$ cat src/rtl/round_scoreboard_if.sv
// -----------------------------------------------------------------------------
// round_scoreboard_if
//   Round-won event bus from the round-end detector into the scoreboard.
//
//   Signals:
//     win_pulse : one-cycle pulse, a round was won
//     win_left  : qualifies win_pulse, 1 = left player won, 0 = right player won
//
//   Modports:
//     master : the round-end detector (drives the event)
//     slave  : the scoreboard (consumes the event)
// -----------------------------------------------------------------------------
interface round_scoreboard_if;
  logic win_pulse;
  logic win_left;

  modport master (
    output win_pulse,
    output win_left
  );

  modport slave (
    input win_pulse,
    input win_left
  );
endinterface : round_scoreboard_if

$ cat src/rtl/round_scoreboard.sv
// -----------------------------------------------------------------------------
// round_scoreboard
//   Tug-of-war game scoreboard. It sits downstream of the round-end detector,
//   counts round wins per player, shows both counts on active-low 7-segment
//   digits and holds the playfield in reset for a fixed time after every
//   non-final win. When either player reaches MAX_SCORE the game is over.
//
//   Optional feature (macro AUTO_RESTART_EN):
//     defined   : GAME_OVER lasts RESTART_CYCLES cycles, then scores clear and
//                 play resumes automatically.
//     undefined : GAME_OVER is terminal until reset; no restart counter exists.
//
//   Parameters:
//     MAX_SCORE      : wins needed to end the game (1..9)
//     HOLD_CYCLES    : cycles round_reset stays high after a non-final win (>=1)
//     RESTART_CYCLES : game-over dwell before auto restart (AUTO_RESTART_EN only)
//
//   Ports:
//     clk             in   system clock
//     reset           in   synchronous, active-high, overrides everything
//     i_win           in   round_scoreboard_if.slave (win_pulse, win_left)
//     o_score_l [3:0] out  left win count, registered
//     o_score_r [3:0] out  right win count, registered
//     o_hex_l   [6:0] out  active-low 7-seg of o_score_l, {g,f,e,d,c,b,a}
//     o_hex_r   [6:0] out  active-low 7-seg of o_score_r
//     o_round_reset   out  registered; clears the playfield while high
//     o_game_over     out  registered; high in GAME_OVER
//     o_winner_left   out  registered; valid while o_game_over, 1 = left won
// -----------------------------------------------------------------------------
module round_scoreboard #(
  parameter int MAX_SCORE   = 7,
  parameter int HOLD_CYCLES = 4
`ifdef AUTO_RESTART_EN
  ,
  parameter int RESTART_CYCLES = 16
`endif
) (
  input  logic               clk,
  input  logic               reset,
  round_scoreboard_if.slave  i_win,
  output logic [3:0]         o_score_l,
  output logic [3:0]         o_score_r,
  output logic [6:0]         o_hex_l,
  output logic [6:0]         o_hex_r,
  output logic               o_round_reset,
  output logic               o_game_over,
  output logic               o_winner_left
);

  // Hold counter only has to reach HOLD_CYCLES-1; keep at least one bit.
  localparam int HOLD_W = (HOLD_CYCLES > 1) ? $clog2(HOLD_CYCLES) : 1;
  localparam logic [HOLD_W-1:0] HOLD_LOAD = HOLD_W'(HOLD_CYCLES - 1);
  localparam logic [HOLD_W-1:0] HOLD_ZERO = {HOLD_W{1'b0}};
  localparam logic [3:0]        MAX_S     = 4'(MAX_SCORE);

`ifdef AUTO_RESTART_EN
  localparam int RST_W = (RESTART_CYCLES > 1) ? $clog2(RESTART_CYCLES) : 1;
  localparam logic [RST_W-1:0] RESTART_LOAD = RST_W'(RESTART_CYCLES - 1);
  localparam logic [RST_W-1:0] RESTART_ZERO = {RST_W{1'b0}};
`endif

  typedef enum logic [1:0] {
    ST_PLAY      = 2'd0,
    ST_ROUND_END = 2'd1,
    ST_GAME_OVER = 2'd2
  } state_t;

  state_t            r_state;
  logic [3:0]        r_score_l;
  logic [3:0]        r_score_r;
  logic [HOLD_W-1:0] r_hold_cnt;
  logic              r_round_reset;
  logic              r_game_over;
  logic              r_winner_left;
`ifdef AUTO_RESTART_EN
  logic [RST_W-1:0]  r_restart_cnt;
`endif

  logic [3:0]        w_score_l_inc;
  logic [3:0]        w_score_r_inc;
  logic [3:0]        w_win_score;

  // Active-low 7-segment decode, {g,f,e,d,c,b,a}; non-decimal values blank.
  function automatic logic [6:0] seg7_decode(input logic [3:0] value);
    logic [6:0] seg;
    case (value)
      4'd0:    seg = 7'b1000000;
      4'd1:    seg = 7'b1111001;
      4'd2:    seg = 7'b0100100;
      4'd3:    seg = 7'b0110000;
      4'd4:    seg = 7'b0011001;
      4'd5:    seg = 7'b0010010;
      4'd6:    seg = 7'b0000010;
      4'd7:    seg = 7'b1111000;
      4'd8:    seg = 7'b0000000;
      4'd9:    seg = 7'b0010000;
      default: seg = 7'b1111111;
    endcase
    return seg;
  endfunction

  // Candidate post-win score of whichever player the current pulse names.
  always_comb begin
    w_score_l_inc = r_score_l + 4'd1;
    w_score_r_inc = r_score_r + 4'd1;
    if (i_win.win_left) begin
      w_win_score = w_score_l_inc;
    end else begin
      w_win_score = w_score_r_inc;
    end
  end

  // Scoreboard FSM: scores, hold timing, game-over flags (all registered).
  always_ff @(posedge clk) begin
    if (reset) begin
      r_state       <= ST_PLAY;
      r_score_l     <= 4'd0;
      r_score_r     <= 4'd0;
      r_hold_cnt    <= HOLD_ZERO;
      r_round_reset <= 1'b0;
      r_game_over   <= 1'b0;
      r_winner_left <= 1'b0;
`ifdef AUTO_RESTART_EN
      r_restart_cnt <= RESTART_ZERO;
`endif
    end else begin
      case (r_state)
        ST_PLAY: begin
          // Only PLAY accepts a win, so a held pulse counts exactly once
          // and scores can never pass MAX_SCORE.
          if (i_win.win_pulse) begin
            if (i_win.win_left) begin
              r_score_l <= w_score_l_inc;
            end else begin
              r_score_r <= w_score_r_inc;
            end
            r_round_reset <= 1'b1;
            if (w_win_score == MAX_S) begin
              r_state       <= ST_GAME_OVER;
              r_game_over   <= 1'b1;
              r_winner_left <= i_win.win_left;
`ifdef AUTO_RESTART_EN
              r_restart_cnt <= RESTART_LOAD;
`endif
            end else begin
              r_state    <= ST_ROUND_END;
              r_hold_cnt <= HOLD_LOAD;
            end
          end else begin
            r_round_reset <= 1'b0;
          end
        end

        ST_ROUND_END: begin
          // Counter was loaded with HOLD_CYCLES-1, so round_reset stays high
          // for HOLD_CYCLES cycles and drops on the edge that sees zero.
          // A pulse arriving on that exit edge is dropped on purpose.
          if (r_hold_cnt == HOLD_ZERO) begin
            r_state       <= ST_PLAY;
            r_round_reset <= 1'b0;
          end else begin
            r_hold_cnt    <= r_hold_cnt - {{(HOLD_W-1){1'b0}}, 1'b1};
            r_round_reset <= 1'b1;
          end
        end

        ST_GAME_OVER: begin
`ifdef AUTO_RESTART_EN
          // Dwell of RESTART_CYCLES cycles, then a fresh game.
          if (r_restart_cnt == RESTART_ZERO) begin
            r_state       <= ST_PLAY;
            r_score_l     <= 4'd0;
            r_score_r     <= 4'd0;
            r_round_reset <= 1'b0;
            r_game_over   <= 1'b0;
            r_winner_left <= 1'b0;
          end else begin
            r_restart_cnt <= r_restart_cnt - {{(RST_W-1){1'b0}}, 1'b1};
            r_round_reset <= 1'b1;
            r_game_over   <= 1'b1;
          end
`else
          // Terminal until reset; scores frozen, playfield held cleared.
          r_round_reset <= 1'b1;
          r_game_over   <= 1'b1;
`endif
        end

        default: begin
          // Unreachable encoding: recover into a clean PLAY state.
          r_state       <= ST_PLAY;
          r_round_reset <= 1'b0;
          r_game_over   <= 1'b0;
          r_winner_left <= 1'b0;
        end
      endcase
    end
  end

  assign o_score_l     = r_score_l;
  assign o_score_r     = r_score_r;
  assign o_round_reset = r_round_reset;
  assign o_game_over   = r_game_over;
  assign o_winner_left = r_winner_left;

  // Digits follow the score registers directly, so they change with them.
  assign o_hex_l = seg7_decode(r_score_l);
  assign o_hex_r = seg7_decode(r_score_r);

endmodule : round_scoreboard

$ cat src/flat_wrapper.sv
// flat-port wrapper written by rule: the top's interface ports become plain ports
module round_scoreboard_flat 
#(
  parameter int MAX_SCORE   = 7,
  parameter int HOLD_CYCLES = 4

)
  (clk, reset, o_score_l, o_score_r, o_hex_l, o_hex_r, o_round_reset, o_game_over, o_winner_left, i_win_win_pulse, i_win_win_left);
  round_scoreboard_if i_win_i ();
  input  logic clk;
  input  logic reset;
  output logic [3:0] o_score_l;
  output logic [3:0] o_score_r;
  output logic [6:0] o_hex_l;
  output logic [6:0] o_hex_r;
  output logic o_round_reset;
  output logic o_game_over;
  output logic o_winner_left;
  input wire logic [$bits(i_win_i.win_pulse)-1:0] i_win_win_pulse;
  input wire logic [$bits(i_win_i.win_left)-1:0] i_win_win_left;
  assign i_win_i.win_pulse = i_win_win_pulse;
  assign i_win_i.win_left = i_win_win_left;
  round_scoreboard #(.MAX_SCORE(MAX_SCORE), .HOLD_CYCLES(HOLD_CYCLES)) u_core (.clk(clk), .reset(reset), .i_win(i_win_i), .o_score_l(o_score_l), .o_score_r(o_score_r), .o_hex_l(o_hex_l), .o_hex_r(o_hex_r), .o_round_reset(o_round_reset), .o_game_over(o_game_over), .o_winner_left(o_winner_left));
endmodule
$ cat config.mk
export PLATFORM = sky130hd
export DESIGN_NAME = round_scoreboard_flat
export DESIGN_NICKNAME = d
export VERILOG_FILES = /design/src/rtl/round_scoreboard_if.sv /design/src/rtl/round_scoreboard.sv /design/src/flat_wrapper.sv
export SDC_FILE = /design/constraint.sdc
export NUM_CORES = 1
export LEC_CHECK = 0
export BUFFER_PORTS_ARGS = -buffer_cell sky130_fd_sc_hd__buf_2
export CAP_MARGIN = 20
export CORE_MARGIN = 2
export CORE_UTILIZATION = 40
export DETAILED_ROUTE_END_ITERATION = 7
export GPL_TIMING_DRIVEN = 0
export HOLD_SLACK_MARGIN = 0.05
export PLACE_DENSITY_LB_ADDON = 0.12
export SLEW_MARGIN = 5
export SYNTH_ARGS = -nofsm -noshare
export SYNTH_HDL_FRONTEND = slang
export SYNTH_SLANG_ARGS = --single-unit
$ cat constraint.sdc
create_clock -name clk -period 2.79 [get_ports clk]
set_input_delay 0.558 -clock clk [delete_from_list [all_inputs] [get_ports clk]]
set_output_delay 0.558 -clock clk [all_outputs]
set_load 0.05 [all_outputs]
==> summary.json <==
{
  "synth.distinct_cells": {"value": 42},
  "max_slew.worst_pin.slew": {"value": 0.5111, "unit": "ns"},
  "synth-edff-count": {"value": 0},
  "clock_insertion_delay_worst_skew": {"value": 0.27, "unit": "ns"},
  "detailedRoute.firstPassIterationCount": {"value": 4},
  "h_tree_depth": {"value": 2},
  "path_max_fanout": {"value": 10},
  "async_reset_ff_share": {"value": 0, "unit": "%"},
  "setup.worst_path.start_class": {"value": "flop"},
  "postRouteWirelength": {"value": 3.061, "unit": "mm"},
  "postSynthAreaPerCell": {"value": 9.486, "unit": "sq um"},
  "final_util": {"value": 49.60, "unit": "%"},
  "grt_usage": {"value": 15.82, "unit": "%"},
  "drt-wirelength-per-cell": {"value": 12.34, "unit": "um"},
  "peakVddDrop": {"value": 0.0003869, "unit": "V"},
  "post_synth_main_area_contributors": {"value": "sky130_fd_sc_hd__dfxtp_1, sky130_fd_sc_hd__ha_1, sky130_fd_sc_hd__mux2i_1, sky130_fd_sc_hd__a21oi_1, sky130_fd_sc_hd__inv_1"},
  "fmax": {"value": 0.4248, "unit": "GHz"},
  "num_rows": {"value": 22},
  "class_of_the_tightest_hold_or_removal_check": {"value": "reg2reg"},
  "num_vias": {"value": 1215},
  "floorplan.initialDensity": {"value": 42.12, "unit": "%"},
  "groute.layer.met3.usage": {"value": 8.108, "unit": "%"},
  "ys_ff_latch": {"value": 29},
  "area.growth.synth_to_final": {"value": 17.75, "unit": "%"},
  "cts-hold-fix-buffers": {"value": 0},
  "die_height": {"value": 66.56, "unit": "um"},
  "critical_path_rt": {"value": 3.00, "unit": "ns"},
  "place_congestion": {"value": 0.8249},
  "cts_inserted_buffers": {"value": 5},
  "final.setup_skew": {"value": 0.002519, "unit": "ns"},
  "postSynthCellCount": {"value": 165},
  "design.final.nets": {"value": 220},
  "leading_register_cell_type_out_of_synthesis": {"value": "sky130_fd_sc_hd__dfxtp_1"},
  "final.hold.worst_slack": {"value": 0.4936, "unit": "ns"},
  "pwr_density_cell": {"value": 570.6, "unit": "nW/um^2"},
  "total_of_warnings_raised_by_yosys": {"value": 0},
  "hpwl": {"value": 2.343, "unit": "mm"},
  "root_buffer": {"value": "sky130_fd_sc_hd__clkbuf_8"},
  "num-fill-cells": {"value": 371},
  "max-clock-path-buffers": {"value": 2},
  "ant_diodes": {"value": 0},
  "final_layout_size_suffix_gt1_share": {"value": 24.50, "unit": "%"},
  "floorplan.io_pins": {"value": 29},
  "ant_nets": {"value": 0},
  "via_count_of_the_first_global_routing_pass": {"value": 1205},
  "timing.final.setup_violations": {"value": 0},
  "floorplan.die_area": {"value": 4430, "unit": "sq um"},
  "synth_largest_type_area_fraction": {"value": 37.09, "unit": "%"},
  "synth_largest_area_cell": {"value": "sky130_fd_sc_hd__dfxtp_1"},
  "fin_crit_sh": {"value": 84.37, "unit": "%"},
  "timing.max_cap.violations": {"value": 0},
  "die_x": {"value": 66.56, "unit": "um"},
  "overflow": {"value": 0},
  "detailedRoute.firstIterationViolations": {"value": 52},
  "antenna_found_initial": {"value": 0},
  "regToRegSetupSlack": {"value": 0.44, "unit": "ns"},
  "syn-num-nets": {"value": 186},
  "postCtsResizedCells": {"value": 0},
  "postCtsSetupBuffers": {"value": 0},
  "final-hold-violation-count": {"value": 0},
  "grt.met2_usage": {"value": 25.87, "unit": "%"},
  "rsz0062_at_grt": {"value": "false"},
  "fin_setup_tns": {"value": 0, "unit": "ns"},
  "clock_tree_from_tritoncts": {"value": "yes"},
  "grt_start_max_net_pins": {"value": 11},
  "grtUsageMet1": {"value": 17.34, "unit": "%"},
  "setup.worst_path.class": {"value": "reg2reg"},
  "clock_slew_at_the_register_clock_pins_of_the_worst_setup_and_hold_paths": {"value": 0.06, "unit": "ns"},
  "synth.cell_area": {"value": 1565, "unit": "sq um"},
  "layout_min_cycle_time": {"value": 2.354, "unit": "ns"},
  "drcViolationCount": {"value": 0},
  "grt_pass1_wl": {"value": 5.216, "unit": "mm"},
  "design_power_total": {"value": 1.052, "unit": "mW"},
  "floorplan.core_area": {"value": 3716, "unit": "sq um"},
  "ys_seq_area_share": {"value": 37.09, "unit": "%"},
  "cp_data_arrival_time": {"value": 2.56, "unit": "ns"},
  "post_drt_via_cell_ratio": {"value": 4.899},
  "worst_setup_path_end_kind": {"value": "flop"},
  "grt-busiest-layer": {"value": "met2"},
  "power.static_leakage": {"value": 0.8864, "unit": "nW"},
  "outcome": {"value": "completed"},
  "slew-limit-headroom": {"value": 65.80, "unit": "%"},
  "port_buf_inserts": {"value": 27},
  "cts.sinks": {"value": 29},
  "timing_max_transition_violations_final": {"value": 0}
}
==> cell usage after synthesis (2+ instances only) <==
cell	n
sky130_fd_sc_hd__buf_6	3
sky130_fd_sc_hd__dfxtp_1	29
sky130_fd_sc_hd__mux2i_1	8
sky130_fd_sc_hd__nor3_1	2
sky130_fd_sc_hd__clkbuf_1	2
sky130_fd_sc_hd__or3_1	5
sky130_fd_sc_hd__nor2_1	13
sky130_fd_sc_hd__a21oi_1	14
sky130_fd_sc_hd__nand2_1	9
sky130_fd_sc_hd__nor2b_1	2
sky130_fd_sc_hd__a21o_1	4
sky130_fd_sc_hd__o21ai_0	5
sky130_fd_sc_hd__ha_1	17
sky130_fd_sc_hd__inv_1	13
sky130_fd_sc_hd__xor2_1	5
sky130_fd_sc_hd__nor3_4	2
sky130_fd_sc_hd__nand3_1	4
sky130_fd_sc_hd__a211oi_1	4
==> per-stage QoR <==
step / cell area, sq um / setup WS, ns / std cells
3_5_place_dp: 1760 / 0.4591 / 240
4_1_cts: 1843 / 0.4341 / 248
5_1_grt: 1843 / 0.2526 / 248
6_report: 1843 / 0.4362 / 248
2_1_floorplan: 1565 / 0.6583 / 165
3_3_place_gp: 1760 / 0.5227 / 240
==> flip-flops by register name (all words and copies together), names as in the netlist <==
| name | count |
|---|---|
| u_core.o_game_over | 1 |
| u_core.o_winner_left | 1 |
| u_core.o_score_r | 4 |
| u_core.o_score_l | 4 |
| u_core.o_hex_r | 7 |
| u_core.r_state | 2 |
| u_core.o_hex_l | 7 |
| u_core.o_round_reset | 1 |
| u_core.r_hold_cnt | 2 |
==> cells by family after synthesis <==
group                    after synthesis  share of synthesized area [%]
AO/OA/AOI/OAI                         34                          13.43
AND/OR/NAND/NOR                       48                          19.11
XOR/XNOR                               6                          3.837
flip-flops                            29                          37.09
adder cells (fa/ha/maj)               17                          13.59
buffers and inverters                 22                          7.114
multiplexers                           9                          5.835
==> power by group <==
| part | internal (mW) | switching, mW |
|---|---|---|
| Combinational | 0.0818 | 0.184 |
| Sequential | 0.447 | 0.0162 |
| Clock | 0.172 | 0.150 |
| Total | 0.701 | 0.350 |
==> path summary, 6_finish.rpt <==
kind / startpoint / end / depth (start not counted)
setup / recovery: u_core.r_state[0]$_SDFFE_PP0P_ / u_core.o_hex_l[5]$_DFF_P_ / 10
hold / removal: u_core.r_hold_cnt[1]$_SDFFE_PP0P_ / u_core.r_hold_cnt[1]$_SDFFE_PP0P_ / 2
setup reg to reg: u_core.r_state[0]$_SDFFE_PP0P_ / u_core.o_hex_l[5]$_DFF_P_ / 10
hold reg to reg: u_core.r_hold_cnt[1]$_SDFFE_PP0P_ / u_core.r_hold_cnt[1]$_SDFFE_PP0P_ / 2
==> per-layer routing <==
metal	share of wire, %	vias to the layer above
li1	-	638
met3	6.0	4
met4	1.4	0
met2	48	25
met5	0	-
met1	45	548
==> cell usage in the layout, fill, tap and decap left out, types with 3 or more instances in the layout <==
cell,count
sky130_fd_sc_hd__a211oi_1,4
sky130_fd_sc_hd__a21o_1,4
sky130_fd_sc_hd__a21oi_1,14
sky130_fd_sc_hd__buf_2,28
sky130_fd_sc_hd__buf_6,3
sky130_fd_sc_hd__clkbuf_1,3
sky130_fd_sc_hd__clkbuf_8,5
sky130_fd_sc_hd__clkinv_2,3
sky130_fd_sc_hd__dfxtp_1,29
sky130_fd_sc_hd__ha_1,17
sky130_fd_sc_hd__inv_1,13
sky130_fd_sc_hd__mux2i_1,8
sky130_fd_sc_hd__nand2_1,9
sky130_fd_sc_hd__nand3_1,4
sky130_fd_sc_hd__nor2_1,13
sky130_fd_sc_hd__o21ai_0,5
sky130_fd_sc_hd__or3_1,5
sky130_fd_sc_hd__xor2_1,5
==> critical path: stages, from the launching register on <==
cell and delay, ns:
sky130_fd_sc_hd__dfxtp_1 0.34, sky130_fd_sc_hd__inv_1 0.09, sky130_fd_sc_hd__ha_1 0.19, sky130_fd_sc_hd__buf_6 0.17, sky130_fd_sc_hd__nand3_4 0.10, sky130_fd_sc_hd__mux2i_1 0.15, sky130_fd_sc_hd__nor2_1 0.41, sky130_fd_sc_hd__inv_1 0.18
sky130_fd_sc_hd__ha_1 0.25, sky130_fd_sc_hd__mux2_2 0.27, sky130_fd_sc_hd__a21oi_1 0.14
==> final cells by class <==
class                      instances  area, sq um  area share [%]
multi-input combinational        114        873.3           47.39
sequential                        29        580.6           31.50
timing repair buffer              27        135.1           7.332
clock buffer                       6        72.57           3.938
tap                               48        60.06           3.259
inverter                          15        57.56           3.123
buffer                             7        53.80           2.919
clock inverter                     2        10.01          0.5431
(Power assumes the default switching activity.)
